**src/rtl/issue_port_arbiter_pkg.sv**
```systemverilog
// Shared types for the issue-port arbiter: the reservation-station entry
// carried from the issue FIFOs to the functional unit.
package issue_port_arbiter_pkg;

  localparam int unsigned OPC_W  = 8;
  localparam int unsigned ROB_W  = 6;
  localparam int unsigned PREG_W = 7;
  localparam int unsigned IMM_W  = 16;

  // Functional-unit class the entry was dispatched for.
  typedef enum logic [1:0] {
    FU_ALU0 = 2'd0,
    FU_ALU1 = 2'd1,
    FU_BRU  = 2'd2,
    FU_LSU  = 2'd3
  } fu_class_e;

  // One issue-queue entry as presented to the execution unit.
  typedef struct packed {
    fu_class_e         fu;
    logic [OPC_W-1:0]  opcode;
    logic [ROB_W-1:0]  rob_idx;
    logic [PREG_W-1:0] prd;
    logic [IMM_W-1:0]  imm;
  } RS_ENTRY_t;

endpackage

```
**src/rtl/issue_port_arbiter_rr_picker.sv**
```systemverilog
// Combinational round-robin picker: returns the first requester at or
// above ptr_i, wrapping modulo N, as both a one-hot grant and an index.
module rr_picker #(
  parameter  int N  = 4,
  localparam int IW = (N > 1) ? $clog2(N) : 1
) (
  input  logic [N-1:0]  req_i,
  input  logic [IW-1:0] ptr_i,
  output logic [N-1:0]  gnt_o,
  output logic [IW-1:0] gnt_idx_o,
  output logic          any_o
);

  logic [N-1:0]   at_or_above_ptr;
  logic [2*N-1:0] dbl_req;
  logic           found;

  // Low copy keeps only requesters at or above the pointer; the high copy
  // supplies the wrapped-around requesters below it.
  always_comb begin
    // NOTE: every variable assigned in always_comb gets a default first so
    // no path leaves it unassigned and no latch is inferred.
    at_or_above_ptr = '0;
    for (int i = 0; i < N; i++) begin
      at_or_above_ptr[i] = (IW'(i) >= ptr_i);
    end
    dbl_req = {req_i, req_i & at_or_above_ptr};
  end

  // Priority-encode the lowest set bit of the doubled vector and fold it
  // back into the 0..N-1 range.
  always_comb begin
    found     = 1'b0;
    gnt_idx_o = '0;
    for (int j = 0; j < 2 * N; j++) begin
      if (!found && dbl_req[j]) begin
        found     = 1'b1;
        gnt_idx_o = (j >= N) ? IW'(j - N) : IW'(j);
      end
    end
    any_o = found;
    gnt_o = '0;
    if (found) gnt_o[gnt_idx_o] = 1'b1;
  end

endmodule

```
**src/rtl/issue_port_arbiter.sv**
```systemverilog
// Shares one execution-unit issue port between NUM_REQ issue FIFOs.
// A round-robin picker chooses a non-empty FIFO, pops it into a one-entry
// output register, and the entry is handed to the FU with valid/ready.
// Popping in the same cycle as a handshake gives one issue per cycle.
module issue_port_arbiter
  import issue_port_arbiter_pkg::*;
#(
  parameter  int NUM_REQ = 4,
  localparam int SRC_W   = $clog2(NUM_REQ)
) (
  input  logic                        clk,
  input  logic                        rst_n,
  input  logic                        flush,
  input  logic      [NUM_REQ-1:0]     fifo_empty,
  input  RS_ENTRY_t [NUM_REQ-1:0]     fifo_data,
  output logic      [NUM_REQ-1:0]     fifo_read_en,
  output logic                        issue_valid,
  output RS_ENTRY_t                   issue_entry,
  output logic      [SRC_W-1:0]       issue_src,
  input  logic                        issue_ready,
  output logic      [31:0]            grant_cnt
);

  logic                 valid_q,     valid_d;
  RS_ENTRY_t            entry_q,     entry_d;
  logic [SRC_W-1:0]     src_q,       src_d;
  logic [SRC_W-1:0]     rr_ptr_q,    rr_ptr_d;
  logic [31:0]          grant_cnt_q, grant_cnt_d;

  logic [NUM_REQ-1:0]   req;
  logic [NUM_REQ-1:0]   gnt;
  logic [SRC_W-1:0]     gnt_idx;
  logic                 gnt_any;
  logic                 slot_free;
  logic                 handshake;
  logic                 pop;

  assign req = ~fifo_empty;

  rr_picker #(.N(NUM_REQ)) u_picker (
    .req_i     (req),
    .ptr_i     (rr_ptr_q),
    .gnt_o     (gnt),
    .gnt_idx_o (gnt_idx),
    .any_o     (gnt_any)
  );

  // Pop whenever the output register is free or being drained this cycle;
  // flush and reset suppress the pop so no entry is lost from a FIFO.
  always_comb begin
    slot_free    = !valid_q || issue_ready;
    handshake    = valid_q && issue_ready;
    pop          = slot_free && gnt_any && !flush && rst_n;
    fifo_read_en = pop ? gnt : '0;
  end

  // Next state of the output register, round-robin pointer and grant counter.
  always_comb begin
    valid_d     = valid_q;
    entry_d     = entry_q;
    src_d       = src_q;
    rr_ptr_d    = rr_ptr_q;
    grant_cnt_d = grant_cnt_q;

    if (flush) begin
      valid_d = 1'b0;
    end else if (pop) begin
      valid_d  = 1'b1;
      entry_d  = fifo_data[gnt_idx];
      src_d    = gnt_idx;
      // Explicit wrap so a non-power-of-two NUM_REQ never relies on overflow.
      rr_ptr_d = (gnt_idx == SRC_W'(NUM_REQ - 1)) ? '0 : gnt_idx + SRC_W'(1);
    end else if (handshake) begin
      valid_d = 1'b0;
    end

    if (handshake && !flush) begin
      grant_cnt_d = grant_cnt_q + 32'd1;
    end
  end

  // State registers; reset discards any entry held in the output register.
  always_ff @(posedge clk or negedge rst_n) begin
    if (!rst_n) begin
      // NOTE: the entry register is reset along with valid because its value
      // is directly visible on issue_entry, not just qualified by valid.
      valid_q     <= 1'b0;
      entry_q     <= '0;
      src_q       <= '0;
      rr_ptr_q    <= '0;
      grant_cnt_q <= '0;
    end else begin
      // NOTE: non-blocking assignments so every register samples the
      // pre-edge values, independent of statement order.
      valid_q     <= valid_d;
      entry_q     <= entry_d;
      src_q       <= src_d;
      rr_ptr_q    <= rr_ptr_d;
      grant_cnt_q <= grant_cnt_d;
    end
  end

  assign issue_valid = valid_q;
  assign issue_entry = entry_q;
  assign issue_src   = src_q;
  assign grant_cnt   = grant_cnt_q;

endmodule
```
**config.mk**
```make
export PLATFORM = sky130hd
export DESIGN_NAME = issue_port_arbiter
export DESIGN_NICKNAME = d
export VERILOG_FILES = /design/src/rtl/issue_port_arbiter_pkg.sv /design/src/rtl/issue_port_arbiter_rr_picker.sv /design/src/rtl/issue_port_arbiter.sv
export SDC_FILE = /design/constraint.sdc
export NUM_CORES = 1
export LEC_CHECK = 0
export CAP_MARGIN = 10
export CORE_MARGIN = 5
export CORE_UTILIZATION = 42
export DETAILED_ROUTE_END_ITERATION = 12
export GPL_ROUTABILITY_DRIVEN = 0
export PLACE_DENSITY_LB_ADDON = 0.15
export SYNTH_ARGS = -nofsm -noshare
export SYNTH_HDL_FRONTEND = slang
export SYNTH_HIERARCHICAL = 1
export SYNTH_SLANG_ARGS = --single-unit
```
**constraint.sdc**
```tcl
create_clock -name clk -period 5.1 [get_ports clk]
set_input_delay 0.765 -clock clk [delete_from_list [all_inputs] [get_ports clk]]
set_output_delay 0.765 -clock clk [all_outputs]
set_load 0.02 [all_outputs]
```
==> qor.json, run 1 <==
{
  "flow.area_growth_from_synthesis": {"value": 63.72, "unit": "%"},
  "routedWlPerCell": {"value": 18.73, "unit": "um"},
  "finish.instance_area": {"value": 7030, "unit": "sq um"},
  "ant_nets": {"value": 0},
  "timing.critical_path.slowest_cell_delay": {"value": 0.61, "unit": "ns"},
  "filler_instances": {"value": 763},
  "number_of_global_route_vias_before_repair": {"value": 3952},
  "cts_resized": {"value": 0},
  "syn_nets": {"value": 472},
  "drtIter0Drc": {"value": 109},
  "worst_setup_startpoint": {"value": "fifo_empty[0]"},
  "synth.largest_area_cell": {"value": "dfrtp_1"},
  "cts_tree": {"value": "done"},
  "drive_above_1_share": {"value": 0.2113},
  "post_synth_instance_area": {"value": 4294, "unit": "sq um"},
  "post_synth_inst_count": {"value": 306},
  "synth.yosys.warnings": {"value": 6},
  "hpwlAfterDp": {"value": 10440, "unit": "um"},
  "synth_top_area_frac": {"value": 0.4429},
  "dieArea": {"value": 12350, "unit": "sq um"},
  "ctsLongestPathBuffers": {"value": 2},
  "drc": {"value": 0},
  "dominantRegCellSynth": {"value": "dfrtp_1"},
  "status": {"value": "completed"},
  "crit_type": {"value": "in2out"},
  "die_h": {"value": 111.1, "unit": "um"},
  "vias_per_cell": {"value": 5.177},
  "critical_path.cell_chain": {"value": "clkdlybuf4s50_1 -> inv_1 -> nor2_1 -> nand2_1 -> nand2_1 -> nor3_2 -> buf_4 -> and2_1 -> clkdlybuf4s50_1"},
  "num_io_pins": {"value": 242},
  "number_of_antenna_cells_inserted": {"value": 0},
  "fin_crit": {"value": 3.572, "unit": "ns"},
  "ys_seq_elements": {"value": 76},
  "crit_fanout": {"value": 13},
  "cp.required": {"value": 4.34, "unit": "ns"},
  "layout.core_utilization": {"value": 0.6934},
  "synth_enable_flop_cells": {"value": 0},
  "path_clk_slew": {"value": 0.07, "unit": "ns"},
  "met2_wirelength": {"value": 7035, "unit": "um"},
  "p_leak": {"value": 2.821, "unit": "nW"},
  "initial_antenna_violation_count": {"value": 0},
  "dp_slack": {"value": 1.521, "unit": "ns"},
  "regToRegStartpoint": {"value": "rr_ptr_q[1]$_DFFE_PN0P_"},
  "finalNetCount": {"value": 711},
  "finalWorstSetupSlack": {"value": 1.528, "unit": "ns"},
  "maxCapViolations": {"value": 0},
  "worst_endpoint_data_arrival_time": {"value": 2.81, "unit": "ns"},
  "cellPowerDensity": {"value": 405.2, "unit": "nW/um^2"},
  "timing.setup.tns": {"value": 0, "unit": "ns"},
  "h-tree-depth": {"value": 3},
  "number_of_buffers_added_for_setup_after_cts": {"value": 0},
  "hold_path.class": {"value": "reg2reg"},
  "ys_async_sr_fraction": {"value": 1.000},
  "leading_cell_types_by_total_area_after_synthesis": {"value": "dfrtp_1 (44%), mux4_2 (20%), mux2_2 (12%), xnor2_1 (5.3%), nand4_1 (2.0%)"},
  "synth.avg_cell_area": {"value": 14.03, "unit": "sq um"},
  "rsz_0062_raised_after_global_routing": {"value": "false"},
  "wl": {"value": 12830, "unit": "um"},
  "std_cell_rows": {"value": 37},
  "max_clock_freq": {"value": 0.2800, "unit": "GHz"},
  "finalClockSkew": {"value": 0.008308, "unit": "ns"},
  "slowest_stage": {"value": "clkdlybuf4s50_1"},
  "cts_sinks": {"value": 76},
  "detailedRoute.firstPassIterationCount": {"value": 4},
  "hold_viol_final": {"value": 0},
  "crit_path_end_kind": {"value": "primary output"},
  "grt_start_max_net_pins": {"value": 78},
  "routed-via-count": {"value": 3546},
  "ctsRootBufferMaster": {"value": "clkbuf_8"},
  "netlist-cell-type-count": {"value": 41},
  "setup_viol": {"value": 0},
  "cts_inserted_buffers": {"value": 9},
  "worst_slew_pin_slew": {"value": 1.048, "unit": "ns"},
  "vdd.ir_drop.worst": {"value": 0.2200, "unit": "mV"},
  "met1_length": {"value": 4622, "unit": "um"},
  "grt_first_pass_wirelength": {"value": 20640, "unit": "um"},
  "wl_met3": {"value": 973, "unit": "um"},
  "slew_viol_final": {"value": 0},
  "numPortBuffers": {"value": 241},
  "maxUsedRoutingLayer": {"value": "met4"},
  "critPathLaunchType": {"value": "input port"},
  "placed_area": {"value": 6840, "unit": "sq um"},
  "cts.hold.buffers_added": {"value": 0},
  "fp.coreArea": {"value": 10140, "unit": "sq um"},
  "p_total": {"value": 2.849, "unit": "mW"},
  "worst_skew_pair.late_latency": {"value": 0.34, "unit": "ns"},
  "grtUsageTotal": {"value": 0.2127},
  "holdCritStartpoint": {"value": "grant_cnt[31]$_DFFE_PN0P_"},
  "synth.yosys.seq_area_share": {"value": 0.4429},
  "grt_overflow_total": {"value": 0},
  "timing.slew.headroom": {"value": 0.3013},
  "layout_worst_path_cycle_share": {"value": 0.7003},
  "die_w": {"value": 111.1, "unit": "um"},
  "floorplan.initialDensity": {"value": 0.4235}
}
==> registers in the layout, summed over array words and instances (netlist names) <==
name / flops
issue_entry: 39
issue_src: 2
grant_cnt: 32
rr_ptr_q: 2
issue_valid: 1
==> per-layer routing <==
| metal | vias to the layer above | GRT usage |
|---|---|---|
| li1 | 1637 | - |
| met1 | 1750 | 0.2343 |
| met2 | 145 | 0.3944 |
| met3 | 14 | 0.06277 |
| met4 | 0 | 0.06326 |
| met5 | - | 0 |
==> cell families (layout without fill, tap and decap cells) <==
family / count (synthesis) / in the layout / share of synthesized area
buf+inv: 25 / 268 / 0.02826
fa+ha+maj: 2 / 2 / 0.005827
xor+xnor: 31 / 31 / 0.06323
simple gates: 71 / 71 / 0.1099
compound gates: 17 / 17 / 0.02768
flops: 76 / 76 / 0.4429
mux: 84 / 84 / 0.3223
==> synthesized netlist by cell type (all sizes together) (2+ instances only) <==
library cell	instances
o21ai	3
nand3	11
and3	5
o221a	2
and2	6
nor2	11
nand4	15
clkbuf	7
mux2	44
xor2	5
nand2	9
and4	2
inv	7
dfrtp	76
buf	11
a21oi	6
mux4	39
ha	2
xnor2	26
nor4	2
==> worst paths after layout <==
kind | end | slack [ns] | cells after the start
worst min register to register | grant_cnt[31]$_DFFE_PN0P_ | 0.49 | 1
min in group asynchronous | grant_cnt[4]$_DFFE_PN0P_ | 0.68 | 2
worst max-delay path | fifo_read_en[3] | 1.53 | 9
max in group asynchronous | issue_entry[24]$_DFFE_PN0P_ | 3.81 | 2
worst max register to register | issue_entry[22]$_DFFE_PN0P_ | 2.51 | 5
worst min-delay path | grant_cnt[31]$_DFFE_PN0P_ | 0.49 | 1
==> final cells by class <==
class / count / area, sq um / share of cell area
Clock inverter: 5 / 52.55 / 0.007475
Timing Repair Buffer: 246 / 2447 / 0.3481
Tap cell: 136 / 170.2 / 0.02420
Inverter: 7 / 26.28 / 0.003737
Sequential cell: 76 / 1902 / 0.2705
Multi-Input combinational cell: 205 / 2295 / 0.3264
Clock buffer: 10 / 137.6 / 0.01958
==> stage by stage <==
| stage | cells | hold WS [ns] |
|---|---|---|
| after floorplan | 306 | 0.4694 |
| after global placement | 670 | 0.4618 |
| after global routing | 685 | 0.5087 |
| final | 685 | 0.4912 |
| after CTS | 685 | 0.4972 |
| after detailed placement | 670 | 0.4831 |
==> critical path, delay by kind of cell <==
kind	cells	cell delay (ns)
buffers and inverters	4	1.46
AND/OR/NAND/NOR	5	0.57
==> power by group <==
group          switching (mW)  internal, mW  total, mW
Sequential              0.138         0.791      0.930
Clock                   0.218         0.234      0.452
Combinational           0.636         0.831       1.47
==> layout by cell type (no fill, tap or decap), drive strengths merged, types with 2 or more instances in the layout <==
cell type,Yosys,layout
inv,7,7
clkinv,0,3
a21oi,6,6
clkdlybuf4s50,0,240
and2,6,6
nand2,9,9
clkbuf,7,10
and4,2,2
ha,2,2
buf,11,6
and3,5,5
nor4,2,2
o21ai,3,3
nor2,11,11
nand3,11,11
nand4,15,15
o221a,2,2
mux2,44,44
xor2,5,5
xnor2,26,26
dfrtp,76,76
mux4,39,39
Note: power is estimated with default switching activity, not from simulation.
==> run 2, diff against run 1 <==
CORE_UTILIZATION = 35   (was 42)
clock period = 3.1 ns   (was 5.1 ns; I/O delays follow)
==> run 2 against run 1 <==
- via count increased by 0.96%
- clock skew shrank 0.0034 ns
- critical path depth is 1 lower
- highest routed layer unchanged
- first-iteration DRC count grew 79%
- sequential power up 65%
- register-to-register slack lost 1.9 ns
- worst hold slack worse by 0.11 ns
- setup slack worse by 1.2 ns
- design area grew 2.3%
- utilization decreased by 9.5 points
- flip-flop and latch count unchanged
- wire length up 5.6%
==> qor.json, run 2 (synthesized netlist as in run 1, its figures left out) <==
{
  "status": {"value": "completed"},
  "setup_viol": {"value": 0, "change": "unchanged"},
  "detailedRoute.firstPassIterationCount": {"value": 6, "change": "+2"},
  "grt_start_max_net_pins": {"value": 78, "change": "unchanged"},
  "cellPowerDensity": {"value": 696.3, "unit": "nW/um^2", "change": "+72%"},
  "timing.setup.tns": {"value": 0, "unit": "ns", "change": "unchanged"},
  "crit_fanout": {"value": 9, "change": "-4"},
  "cts_sinks": {"value": 76, "change": "unchanged"},
  "std_cell_rows": {"value": 40, "change": "+8.1%"},
  "cts.hold.buffers_added": {"value": 0, "change": "unchanged"},
  "wl": {"value": 13560, "unit": "um", "change": "+5.6%"},
  "dieArea": {"value": 14580, "unit": "sq um", "change": "+18%"},
  "h-tree-depth": {"value": 3, "change": "unchanged"},
  "largest_reg_flops": {"value": 39, "change": "unchanged"},
  "die_h": {"value": 120.8, "unit": "um", "change": "+8.7%"},
  "cts_tree": {"value": "done"},
  "layout_worst_path_cycle_share": {"value": 0.9074},
  "cp.required": {"value": 2.63, "unit": "ns", "change": "-1.71 ns"},
  "hpwlAfterDp": {"value": 10780, "unit": "um", "change": "+3.3%"},
  "flow.area_growth_from_synthesis": {"value": 67.51, "unit": "%"},
  "initial_antenna_violation_count": {"value": 0, "change": "unchanged"},
  "crit_type": {"value": "in2out"},
  "grt_overflow_total": {"value": 0, "change": "unchanged"},
  "fp.coreArea": {"value": 12010, "unit": "sq um", "change": "+18%"},
  "drive_above_1_share": {"value": 0.2127, "change": "+0.001434"},
  "number_of_global_route_vias_before_repair": {"value": 3878, "change": "-1.9%"},
  "floorplan.initialDensity": {"value": 0.3575, "change": "-0.06605"},
  "max_clock_freq": {"value": 0.3555, "unit": "GHz"},
  "p_leak": {"value": 2.890, "unit": "nW", "change": "+2.5%"},
  "routed-via-count": {"value": 3580, "change": "+0.96%"},
  "timing.slew.headroom": {"value": 0.3152, "change": "+0.01393"},
  "numPortBuffers": {"value": 241, "change": "unchanged"},
  "cts_inserted_buffers": {"value": 9, "change": "unchanged"},
  "num_io_pins": {"value": 242, "change": "unchanged"},
  "vdd.ir_drop.worst": {"value": 0.3407, "unit": "mV", "change": "+55%"},
  "crit_path_end_kind": {"value": "primary output"},
  "worst_endpoint_data_arrival_time": {"value": 2.35, "unit": "ns", "change": "-0.46 ns"},
  "drtIter0Drc": {"value": 195, "change": "+79%"},
  "path_clk_slew": {"value": 0.06, "unit": "ns", "change": "about the same"},
  "vias_per_cell": {"value": 5.136, "change": "-0.78%"},
  "finalWorstSetupSlack": {"value": 0.2870, "unit": "ns", "change": "-1.241 ns"},
  "ant_nets": {"value": 0, "change": "unchanged"},
  "mostFrequentLayoutCells": {"value": "clkdlybuf4s50_1 (240), dfrtp_1 (76), mux2_2 (44), mux4_2 (39), xnor2_1 (26)"},
  "mostFrequentLayoutCell": {"value": "clkdlybuf4s50_1"},
  "worst_slew_pin_slew": {"value": 1.027, "unit": "ns", "change": "-0.02090 ns"},
  "drc": {"value": 0, "change": "unchanged"},
  "hold_path.class": {"value": "in2async"},
  "number_of_buffers_added_for_setup_after_cts": {"value": 0, "change": "unchanged"},
  "grtUsageTotal": {"value": 0.1873, "change": "-0.02546"},
  "ctsRootBufferMaster": {"value": "clkbuf_16"},
  "cts_resized": {"value": 0, "change": "unchanged"},
  "finalNetCount": {"value": 714, "change": "+0.42%"},
  "finalClockSkew": {"value": 0.004902, "unit": "ns", "change": "-0.003406 ns"},
  "dp_slack": {"value": 0.1821, "unit": "ns", "change": "-1.338 ns"},
  "critPathLaunchType": {"value": "input port"},
  "grt_first_pass_wirelength": {"value": 21040, "unit": "um", "change": "+1.9%"},
  "slew_viol_final": {"value": 0, "change": "unchanged"},
  "maxCapViolations": {"value": 0, "change": "unchanged"},
  "fin_crit": {"value": 2.813, "unit": "ns"},
  "worst_skew_pair.late_latency": {"value": 0.33, "unit": "ns", "change": "about the same"},
  "hold_viol_final": {"value": 0, "change": "unchanged"},
  "routedWlPerCell": {"value": 19.45, "unit": "um", "change": "+3.8%"},
  "rsz_0062_raised_after_global_routing": {"value": "false"},
  "die_w": {"value": 120.8, "unit": "um", "change": "+8.7%"},
  "number_of_antenna_cells_inserted": {"value": 0, "change": "unchanged"},
  "ctsLongestPathBuffers": {"value": 2, "change": "unchanged"}
}
run 2: critical path, cell delays in order:
cell	delay [ns]
clkdlybuf4s50_1	0.41
inv_1	0.20
nor2_1	0.10
nand2_1	0.09
nand2_1	0.07
nor3_2	0.24
and2_1	0.17
clkdlybuf4s50_1	0.61
run 2: cell type report:
cell class,instances,area [sq um]
well taps,147,183.9
fillers,965,4818
clock buffers,10,239.0
clock inverters,3,40.04
repair buffers,249,2507
multi-input cells,205,2295
flip-flops and latches,76,1902
inverters,7,26.28
run 2: path summary, 6_finish.rpt:
| kind | from | end | slack, ns | depth (start not counted) |
|---|---|---|---|---|
| max in group asynchronous | rst_n | issue_entry[7]$_DFFE_PN0P_ | 2.00 | 2 |
| worst min register to register | grant_cnt[31]$_DFFE_PN0P_ | grant_cnt[31]$_DFFE_PN0P_ | 0.49 | 1 |
| worst max-delay path | fifo_empty[2] | fifo_read_en[0] | 0.29 | 8 |
| min in group clk | grant_cnt[31]$_DFFE_PN0P_ | grant_cnt[31]$_DFFE_PN0P_ | 0.49 | 1 |
| worst max register to register | rr_ptr_q[1]$_DFFE_PN0P_ | issue_entry[27]$_DFFE_PN0P_ | 0.59 | 6 |
| worst min-delay path | rst_n | grant_cnt[6]$_DFFE_PN0P_ | 0.39 | 2 |
run 2: metal layers:
metal	up-vias	part of all wire	GRT usage	wire length [um]
met5	-	0	0	0
met4	0	0.031	0.08003	414
met3	22	0.072	0.05566	981
met2	153	0.52	0.3234	7043
met1	1763	0.38	0.2156	5115
li1	1642	-	-	-
run 2: stage by stage:
step                hold WS, ns  utilization  instances  instance area [sq um]  power [mW]
floorplan                0.1694            -        306                   4294       2.872
finish                   0.3853       0.5989        697                   7193       5.009
global placement         0.4623       0.5756        684                   6914       4.003
global route             0.5007       0.5989        697                   7193       5.273
detailed placement       0.4886       0.5756        684                   6914       4.037
CTS                      0.4535       0.5989        697                   7193       5.085
run 2: power by group:
group          internal (mW)  switching, mW  leakage [nW]  total (mW)
clock network          0.629          0.390         0.140        1.02
logic                   1.41           1.05          1.79        2.46
registers               1.30          0.225         0.961        1.53
total                   3.35           1.66          2.89        5.01
==> run 3, diff against run 2 <==
CORE_MARGIN = 3   (was 5)
==> run 3 against run 2 <==
- maximum frequency shrank 2.5%
- clock power grew 20%
- design area grew 0.66%
- cell count shrank 0.29%
- clock skew grew 0.0025 ns
- sequential power is essentially flat
- flip-flop and latch count is the same
- die area shrank 6.5%
- critical path type unchanged
==> qor.json, run 3 (synthesized netlist as in run 1, its figures left out) <==
{
  "max_clock_freq": {"value": 0.3468, "unit": "GHz", "change": "-2.5%"},
  "flow.area_growth_from_synthesis": {"value": 68.62, "unit": "%"},
  "worst_endpoint_data_arrival_time": {"value": 2.42, "unit": "ns", "change": "+0.07 ns"},
  "path_clk_slew": {"value": 0.05, "unit": "ns", "change": "about the same"},
  "slew_viol_final": {"value": 0, "change": "unchanged"},
  "layout.core_utilization": {"value": 0.6183, "change": "+0.01941"},
  "mostFrequentLayoutCell": {"value": "clkdlybuf4s50_1"},
  "finalClockSkew": {"value": 0.007374, "unit": "ns", "change": "+0.002473 ns"},
  "p_leak": {"value": 2.914, "unit": "nW", "change": "+0.81%"},
  "layout_worst_path_cycle_share": {"value": 0.9302, "change": "+0.02283"},
  "hpwlAfterDp": {"value": 10540, "unit": "um", "change": "-2.2%"},
  "placed_area": {"value": 6889, "unit": "sq um", "change": "-0.36%"},
  "worst_slew_pin_slew": {"value": 0.9956, "unit": "ns", "change": "-0.03154 ns"},
  "ctsRootBufferMaster": {"value": "clkbuf_16"},
  "cellPowerDensity": {"value": 716.2, "unit": "nW/um^2", "change": "+2.8%"},
  "floorplan.initialDensity": {"value": 0.3667, "change": "+0.009167"},
  "numPortBuffers": {"value": 241, "change": "unchanged"},
  "dp_slack": {"value": 0.1368, "unit": "ns", "change": "-0.04539 ns"},
  "grt_first_pass_wirelength": {"value": 19910, "unit": "um", "change": "-5.3%"},
  "drive_above_1_share": {"value": 0.2138, "change": "+0.001041"},
  "cp.required": {"value": 2.63, "unit": "ns", "change": "about the same"},
  "number_of_antenna_cells_inserted": {"value": 0, "change": "unchanged"},
  "crit_path_end_kind": {"value": "primary output"},
  "num_io_pins": {"value": 242, "change": "unchanged"},
  "die_h": {"value": 116.8, "unit": "um", "change": "-3.3%"},
  "finalWorstSetupSlack": {"value": 0.2162, "unit": "ns", "change": "-0.07078 ns"},
  "vias_per_cell": {"value": 5.138, "change": "about the same"},
  "drc": {"value": 0, "change": "unchanged"},
  "initial_antenna_violation_count": {"value": 0, "change": "unchanged"},
  "fp.coreArea": {"value": 11710, "unit": "sq um", "change": "-2.5%"},
  "grt_start_max_net_pins": {"value": 78, "change": "unchanged"},
  "seq_area": {"value": 1902, "unit": "sq um", "change": "unchanged"},
  "std_cell_rows": {"value": 39, "change": "-2.5%"},
  "finish.instance_area": {"value": 7241, "unit": "sq um", "change": "+0.66%"},
  "finalNetCount": {"value": 713, "change": "-0.14%"},
  "cts_tree": {"value": "done"},
  "ctsLongestPathBuffers": {"value": 2, "change": "unchanged"},
  "maxCapViolations": {"value": 0, "change": "unchanged"},
  "number_of_buffers_added_for_setup_after_cts": {"value": 0, "change": "unchanged"},
  "routed-via-count": {"value": 3571, "change": "-0.25%"},
  "crit_fanout": {"value": 9, "change": "unchanged"},
  "fin_crit": {"value": 2.884, "unit": "ns", "change": "+0.07078 ns"},
  "cts_resized": {"value": 0, "change": "unchanged"},
  "hold_viol_final": {"value": 0, "change": "unchanged"},
  "worst_skew_pair.late_latency": {"value": 0.33, "unit": "ns", "change": "about the same"},
  "largest_reg_flops": {"value": 39, "change": "unchanged"},
  "mostFrequentLayoutCells": {"value": "clkdlybuf4s50_1 (240), dfrtp_1 (76), mux2_2 (44), mux4_2 (39), xnor2_1 (26)"},
  "drtIter0Drc": {"value": 160, "change": "-18%"},
  "status": {"value": "completed"},
  "p_total": {"value": 5.186, "unit": "mW", "change": "+3.5%"},
  "ant_nets": {"value": 0, "change": "unchanged"},
  "cts_sinks": {"value": 76, "change": "unchanged"},
  "die_w": {"value": 116.8, "unit": "um", "change": "-3.3%"},
  "timing.slew.headroom": {"value": 0.3363, "change": "+0.02103"},
  "dieArea": {"value": 13630, "unit": "sq um", "change": "-6.5%"},
  "cts.hold.buffers_added": {"value": 0, "change": "unchanged"},
  "crit_type": {"value": "in2out"},
  "filler_instances": {"value": 967, "change": "+0.21%"},
  "vdd.ir_drop.worst": {"value": 0.3554, "unit": "mV", "change": "+4.3%"},
  "routedWlPerCell": {"value": 19.13, "unit": "um", "change": "-1.6%"},
  "timing.setup.tns": {"value": 0, "unit": "ns", "change": "unchanged"},
  "grtUsageTotal": {"value": 0.1927, "change": "+0.005486"},
  "critPathLaunchType": {"value": "input port"},
  "wl": {"value": 13300, "unit": "um", "change": "-1.9%"},
  "number_of_global_route_vias_before_repair": {"value": 3896, "change": "+0.46%"},
  "h-tree-depth": {"value": 3, "change": "unchanged"},
  "hold_path.class": {"value": "in2async"},
  "detailedRoute.firstPassIterationCount": {"value": 4, "change": "-2"},
  "cts_inserted_buffers": {"value": 9, "change": "unchanged"},
  "grt_overflow_total": {"value": 0, "change": "unchanged"},
  "setup_viol": {"value": 0, "change": "unchanged"},
  "rsz_0062_raised_after_global_routing": {"value": "false"},
  "multiInputGateArea": {"value": 2295, "unit": "sq um", "change": "unchanged"}
}
run 3: changes by cell type in the layout (fill, tap and decap cells not counted), sizes merged:
| cell | change |
|---|---|
| clkbuf | +2 |
| bufinv | +2 |
| clkinv | -1 |
| buf | -1 |
run 3: report_power, final:
group | internal [mW] | switching, mW
combinational | 1.39 | 1.03
clock | 0.829 | 0.393
sequential | 1.30 | 0.238
total | 3.53 | 1.66
run 3: final cells by class:
cell class / instances / share of cell area
Tap cell: 143 / 0.02471
Inverter: 7 / 0.003629
Clock buffer: 12 / 0.03542
Multi-Input combinational cell: 205 / 0.3169
Sequential cell: 76 / 0.2627
Clock inverter: 4 / 0.01313
Timing Repair Buffer: 248 / 0.3435
run 3: worst paths after layout:
| kind | start | endpoint | slack [ns] | depth (start not counted) |
|---|---|---|---|---|
| min in group clk | grant_cnt[31]$_DFFE_PN0P_ | grant_cnt[31]$_DFFE_PN0P_ | 0.50 | 1 |
| worst min register to register | grant_cnt[31]$_DFFE_PN0P_ | grant_cnt[31]$_DFFE_PN0P_ | 0.50 | 1 |
| worst min-delay path | rst_n | grant_cnt[7]$_DFFE_PN0P_ | 0.42 | 2 |
| worst max register to register | rr_ptr_q[1]$_DFFE_PN0P_ | issue_entry[24]$_DFFE_PN0P_ | 0.53 | 6 |
| worst max-delay path | fifo_empty[2] | fifo_read_en[0] | 0.22 | 8 |
| max in group asynchronous | rst_n | issue_entry[0]$_DFFE_PN0P_ | 2.05 | 2 |
run 3: per-stage QoR:
stage | std cells | hold WS [ns]
after global routing | 695 | 0.4937
after detailed placement | 679 | 0.4921
after CTS | 695 | 0.4541
after global placement | 679 | 0.4701
final | 695 | 0.4192
after floorplan | 306 | 0.1694
run 3: critical path: stages:
cell and delay (ns):
clkdlybuf4s50_1 0.40, inv_1 0.20, nor2_1 0.09, nand2_1 0.10
nand2_1 0.06, nor3_2 0.31, and2_1 0.19, clkdlybuf4s50_1 0.60
run 3: metal layers:
metal | vias up | track usage | part of all wire
met5 | - | 0 | 0
met4 | 0 | 0.05887 | 0.013
met3 | 11 | 0.05959 | 0.078
met2 | 142 | 0.3458 | 0.54
met1 | 1776 | 0.2195 | 0.37
li1 | 1642 | - | -
==> RTL change 1 (config.mk and constraints of run 3) <==
Change the package constant `ROB_W` from 6 to 8.
--- a/src/rtl/issue_port_arbiter_pkg.sv
+++ b/src/rtl/issue_port_arbiter_pkg.sv
@@ -3,7 +3,7 @@
 package issue_port_arbiter_pkg;
 
   localparam int unsigned OPC_W  = 8;
-  localparam int unsigned ROB_W  = 6;
+  localparam int unsigned ROB_W  = 8;
   localparam int unsigned PREG_W = 7;
   localparam int unsigned IMM_W  = 16;
 
Ports: changed (resized fifo_data and issue_entry); port bits go from 242 to 252. The function was not compared with the original's and may differ.
==> RTL change 1 against run 3 <==
Area after synthesis is 4.2% higher; hold slack worse by 0.26 ns; power is 0.60% lower; sequential cell count is 2 higher; count of clock-buffer cells in the layout is 3 lower; setup slack better by 0.044 ns; design area is 3.4% higher; synthesized cell count is 4.9% higher; wire length is 1.4% higher; critical endpoint is now fifo_read_en[3]; largest cell class unchanged; largest power group unchanged.
==> RTL change 1: results (changes against run 3) <==
Placement
  – Hpwl dp: 10900 um (+3.7%)
  – Port-buffer cells: 251 (+4.1%)
  – Placed instance count: 730 (+7.5%)
  – Post-DP Area: 7190 um2 (+4.3%)
  – Worst slack at placement: 0.125 ns (-0.0121 ns)

Cells and area
  – Final Instance Area: 7490 um2 (+3.4%)
  – Nets: 747 (+4.8%)
  – Max reg flops: 41 (+5.1%)
  – Filler cells: 984 (+1.8%)
  – Layout cells sized above 1: 0.223 (+0.00942)

Global route
  – Initial antenna violation count: 0 (unchanged)
  – First-pass GRT wire length: 21100 um (+5.8%)
  – Largest net degree at the start of global routing: 50 (-36%)
  – Gr usage total: 0.191 (-0.00176)
  – Vias in the first global route: 3942 (+1.2%)

Logic synthesis
  – Proportion of synthesized area in mux cells: 0.324 (+0.00221)
  – Seq/Total Area, Yosys: 0.436 (-0.00653)
  – List of most frequent post-synthesis cells: 78 x dfrtp_1, 45 x mux2_2, 41 x mux4_2
  – Count of different cell masters after synthesis: 45 (+9.8%)
  – Average size of a mapped cell: 13.9 um2 (-0.70%)
  – Synth top area cells: dfrtp_1 44%, mux4_2 21%, mux2_2 11%
  – Post-synthesis compound-gate area fraction: 0.0266 (-0.00111)
  – Post-Syn Nets: 495 (+4.9%)
  – Adder-Cell Fraction of Synth Area: 0.00559 (-0.000233)
  – XOR/XNOR Fraction of Synth Area: 0.0607 (-0.00253)

Routing
  – WL final: 13500 um (+1.4%)
  – Via density: 4.93 (-4.0%)
  – Via count: 3680 (+3.1%)
  – DRT iter0 DRCs: 174 (+8.8%)

STA
  – Setup Skew: 0.00496 ns (-0.00241 ns)
  – Rel. slew slack: 0.591 (+0.254)

Critical path
  – Max incr delay on CP: 0.62 ns (+0.02 ns)
  – Critical Path Fanout Max: 8 (-1)
  – WP data arrival: 2.37 ns (-0.05 ns)

Clocking
  – Reg clk slew, reported paths: 0.06 ns
  – Clock latency on the worst-skew pair: 0.33 ns (about the same)

Status
  – Status: complete, no violations

Power
  – Internal power: 3.42 mW (-2.9%)
  – Maximum vdd drop: 0.000337 V (-5.2%)
  – Leak: 2.95 nW (+1.2%)
RTL change 1: cell types whose count changed after synthesis, sizes merged, moves of 3 or more:
cell / delta
nand4: -5
nand3: +5
nor3: +5
inv: +3
RTL change 1: power by group through the flow:
stage / sequential [mW] / clock (mW) / combinational (mW)
after detailed placement: 1.58 / 0 / 2.58
after floorplan: 1.93 / 0 / 1.07
final: 1.57 / 1.05 / 2.54
after global placement: 1.57 / 0 / 2.55
after CTS: 1.57 / 1.09 / 2.59
after global routing: 1.62 / 1.12 / 2.69
RTL change 1: kinds of logic (layout without fill, tap and decap cells):
| kind of cell | count (synthesis) | after routing |
|---|---|---|
| xor+xnor | 31 | 31 |
| simple gates | 75 | 75 |
| flops | 78 | 78 |
| mux | 88 | 88 |
| buf+inv | 30 | 287 |
| compound gates | 17 | 17 |
| fa+ha+maj | 2 | 2 |
RTL change 1: path summary, 6_finish.rpt:
check                         startpoint              end  slack [ns]  cells past startpoint
max                        fifo_empty[0]  fifo_read_en[3]        0.26                      9
min                                rst_n     issue_src[0]        0.16                      2
max reg2reg                  rr_ptr_q[1]  issue_entry[40]        0.55                      6
min reg2reg                grant_cnt[31]    grant_cnt[31]        0.48                      1
max in group asynchronous          rst_n     grant_cnt[5]        1.99                      3
min in group clk           grant_cnt[31]    grant_cnt[31]        0.48                      1
RTL change 1: critical path: cells and delay by family:
kind / cells / cell delay (ns)
buffers and inverters: 4 / 1.25
AND/OR/NAND/NOR: 5 / 0.66
RTL change 1: layer usage:
layer  routed length [um]  up-vias  track usage  share of wire
met5                    0        -            0              0
met4                  152        0       0.0536          0.011
met3                 1070       10       0.0603          0.079
met2                 7290      143        0.341           0.54
met1                 4970     1812        0.220           0.37
li1                     -     1715            -              -
RTL change 1: cell type report:
cell class,instances,share of cell area
repair buffers,261,0.349
clock buffers,9,0.0301
inverters,10,0.00501
clock inverters,7,0.0100
well taps,168,0.0281
flip-flops and latches,78,0.261
multi-input cells,213,0.318
==> RTL change 2 (settings of run 3) <==
Without the edit above. Put one more register stage on the output `grant_cnt`, cleared by the reset. The value now appears one clock later. The other outputs are not delayed to match.
--- a/src/rtl/issue_port_arbiter.sv
+++ b/src/rtl/issue_port_arbiter.sv
@@ -103,6 +103,12 @@
   assign issue_valid = valid_q;
   assign issue_entry = entry_q;
   assign issue_src   = src_q;
-  assign grant_cnt   = grant_cnt_q;
+  always_ff @(posedge clk or negedge rst_n) begin
+    if (!rst_n) begin
+      grant_cnt <= '0;
+    end else begin
+      grant_cnt <= grant_cnt_q;
+    end
+  end
 
 endmodule
Function: changed (Yosys sat finds a counterexample within 4 cycles, from zero or initial values and one cycle with rst_n low).
==> RTL change 2 against run 3 <==
Area after synthesis grew 20%; sequential cell count rose by 32; wire length is 2.8% higher; synthesized cell count rose by 13%; design area up 11%; setup slack worse by 0.020 ns; cell count is 11% higher; sequential share of layout area increased by 7.2 points; via count grew 7.5%; power is 6.4% higher; sequential power increased by 27%; first-iteration DRC count up 21%.
==> RTL change 2: results (changes against run 3) <==
Status
  – Status: complete, no violations

Logic synthesis
  – Count of different cell masters after synthesis: 44 (+7.3%)
  – Post-Syn Nets: 512 (+8.5%)
  – Proportion of synthesized area in mux cells: 0.269 (-0.0536)
  – Adder-Cell Fraction of Synth Area: 0.00486 (-0.000970)
  – Seq/Total Area, Yosys: 0.525 (+0.0818)
  – Synth top area cells: dfrtp_1 52%, mux4_2 17%, mux2_2 9.6%
  – Post-synthesis compound-gate area fraction: 0.0231 (-0.00461)
  – List of most frequent post-synthesis cells: 108 x dfrtp_1, 44 x mux2_2, 39 x mux4_2

Critical path
  – WP data arrival: 2.44 ns (+0.02 ns)

Global route
  – Vias in the first global route: 4113 (+5.6%)
  – GRT met3 Usage: 0.0439 (-0.0157)
  – Gr usage total: 0.170 (-0.0225)
  – Grt met2 use: 0.300 (-0.0458)
  – First-pass GRT wire length: 21500 um (+8.2%)

Cells and area
  – Layout cells sized above 1: 0.212 (-0.00129)
  – Register area: 2700 um2 (+42%)
  – Data buffer area share: 0.310 (-0.0335)
  – Nets: 754 (+5.8%)
  – # clk buffers: 9 (-3)
  – Seq/total area: 0.335 (+0.0722)
  – Buffers excl. clock: 250 (+0.81%)
  – Non-clk invs: 10 (+3)
  – Multi-In Gates: 209 (+2.0%)

Power
  – Leak: 3.30 nW (+13%)
  – Clk. pwr: 1.12 mW (-8%)
  – NetSw: 1.82 mW (+9.4%)

Placement
  – Post-DP Area: 7780 um2 (+13%)
  – Hpwl dp: 10800 um (+2.7%)

Routing
  – DRT iter0 DRCs: 194 (+21%)
  – Via density: 4.97 (-3.3%)

Floorplan
  – Die area: 16200 um2 (+19%)

Clocking
  – CTS sink cnt: 108 (+42%)
## RTL change 2: cell types whose count changed in the layout (fill, tap and decap cells not counted), moves of 3 or more
| cell | change |
|---|---|
| and3_1 | -3 |
| nand4_1 | -6 |
| dfrtp_1 | +32 |
| nand3_1 | +4 |
| inv_1 | +3 |
| nand4b_1 | +3 |
| bufinv_16 | -3 |
## RTL change 2: worst paths after layout
path | endpoint | from | cells past startpoint | slack (ns)
max | fifo_read_en[0] | fifo_empty[2] | 8 | 0.20
min | issue_entry[34] | rst_n | 2 | 0.17
max reg2reg | issue_entry[4] | rr_ptr_q[1] | 6 | 0.53
min reg2reg | grant_cnt[31] | grant_cnt_q[31] | 0 | 0.40
max in group asynchronous | grant_cnt_q[20] | rst_n | 3 | 1.67
min in group clk | grant_cnt[31] | grant_cnt_q[31] | 0 | 0.40
## RTL change 2: critical path: cells and delay by family
kind                   cells  cell delay (ns)
AND/OR/NAND/NOR            5             0.76
buffers and inverters      3             1.22
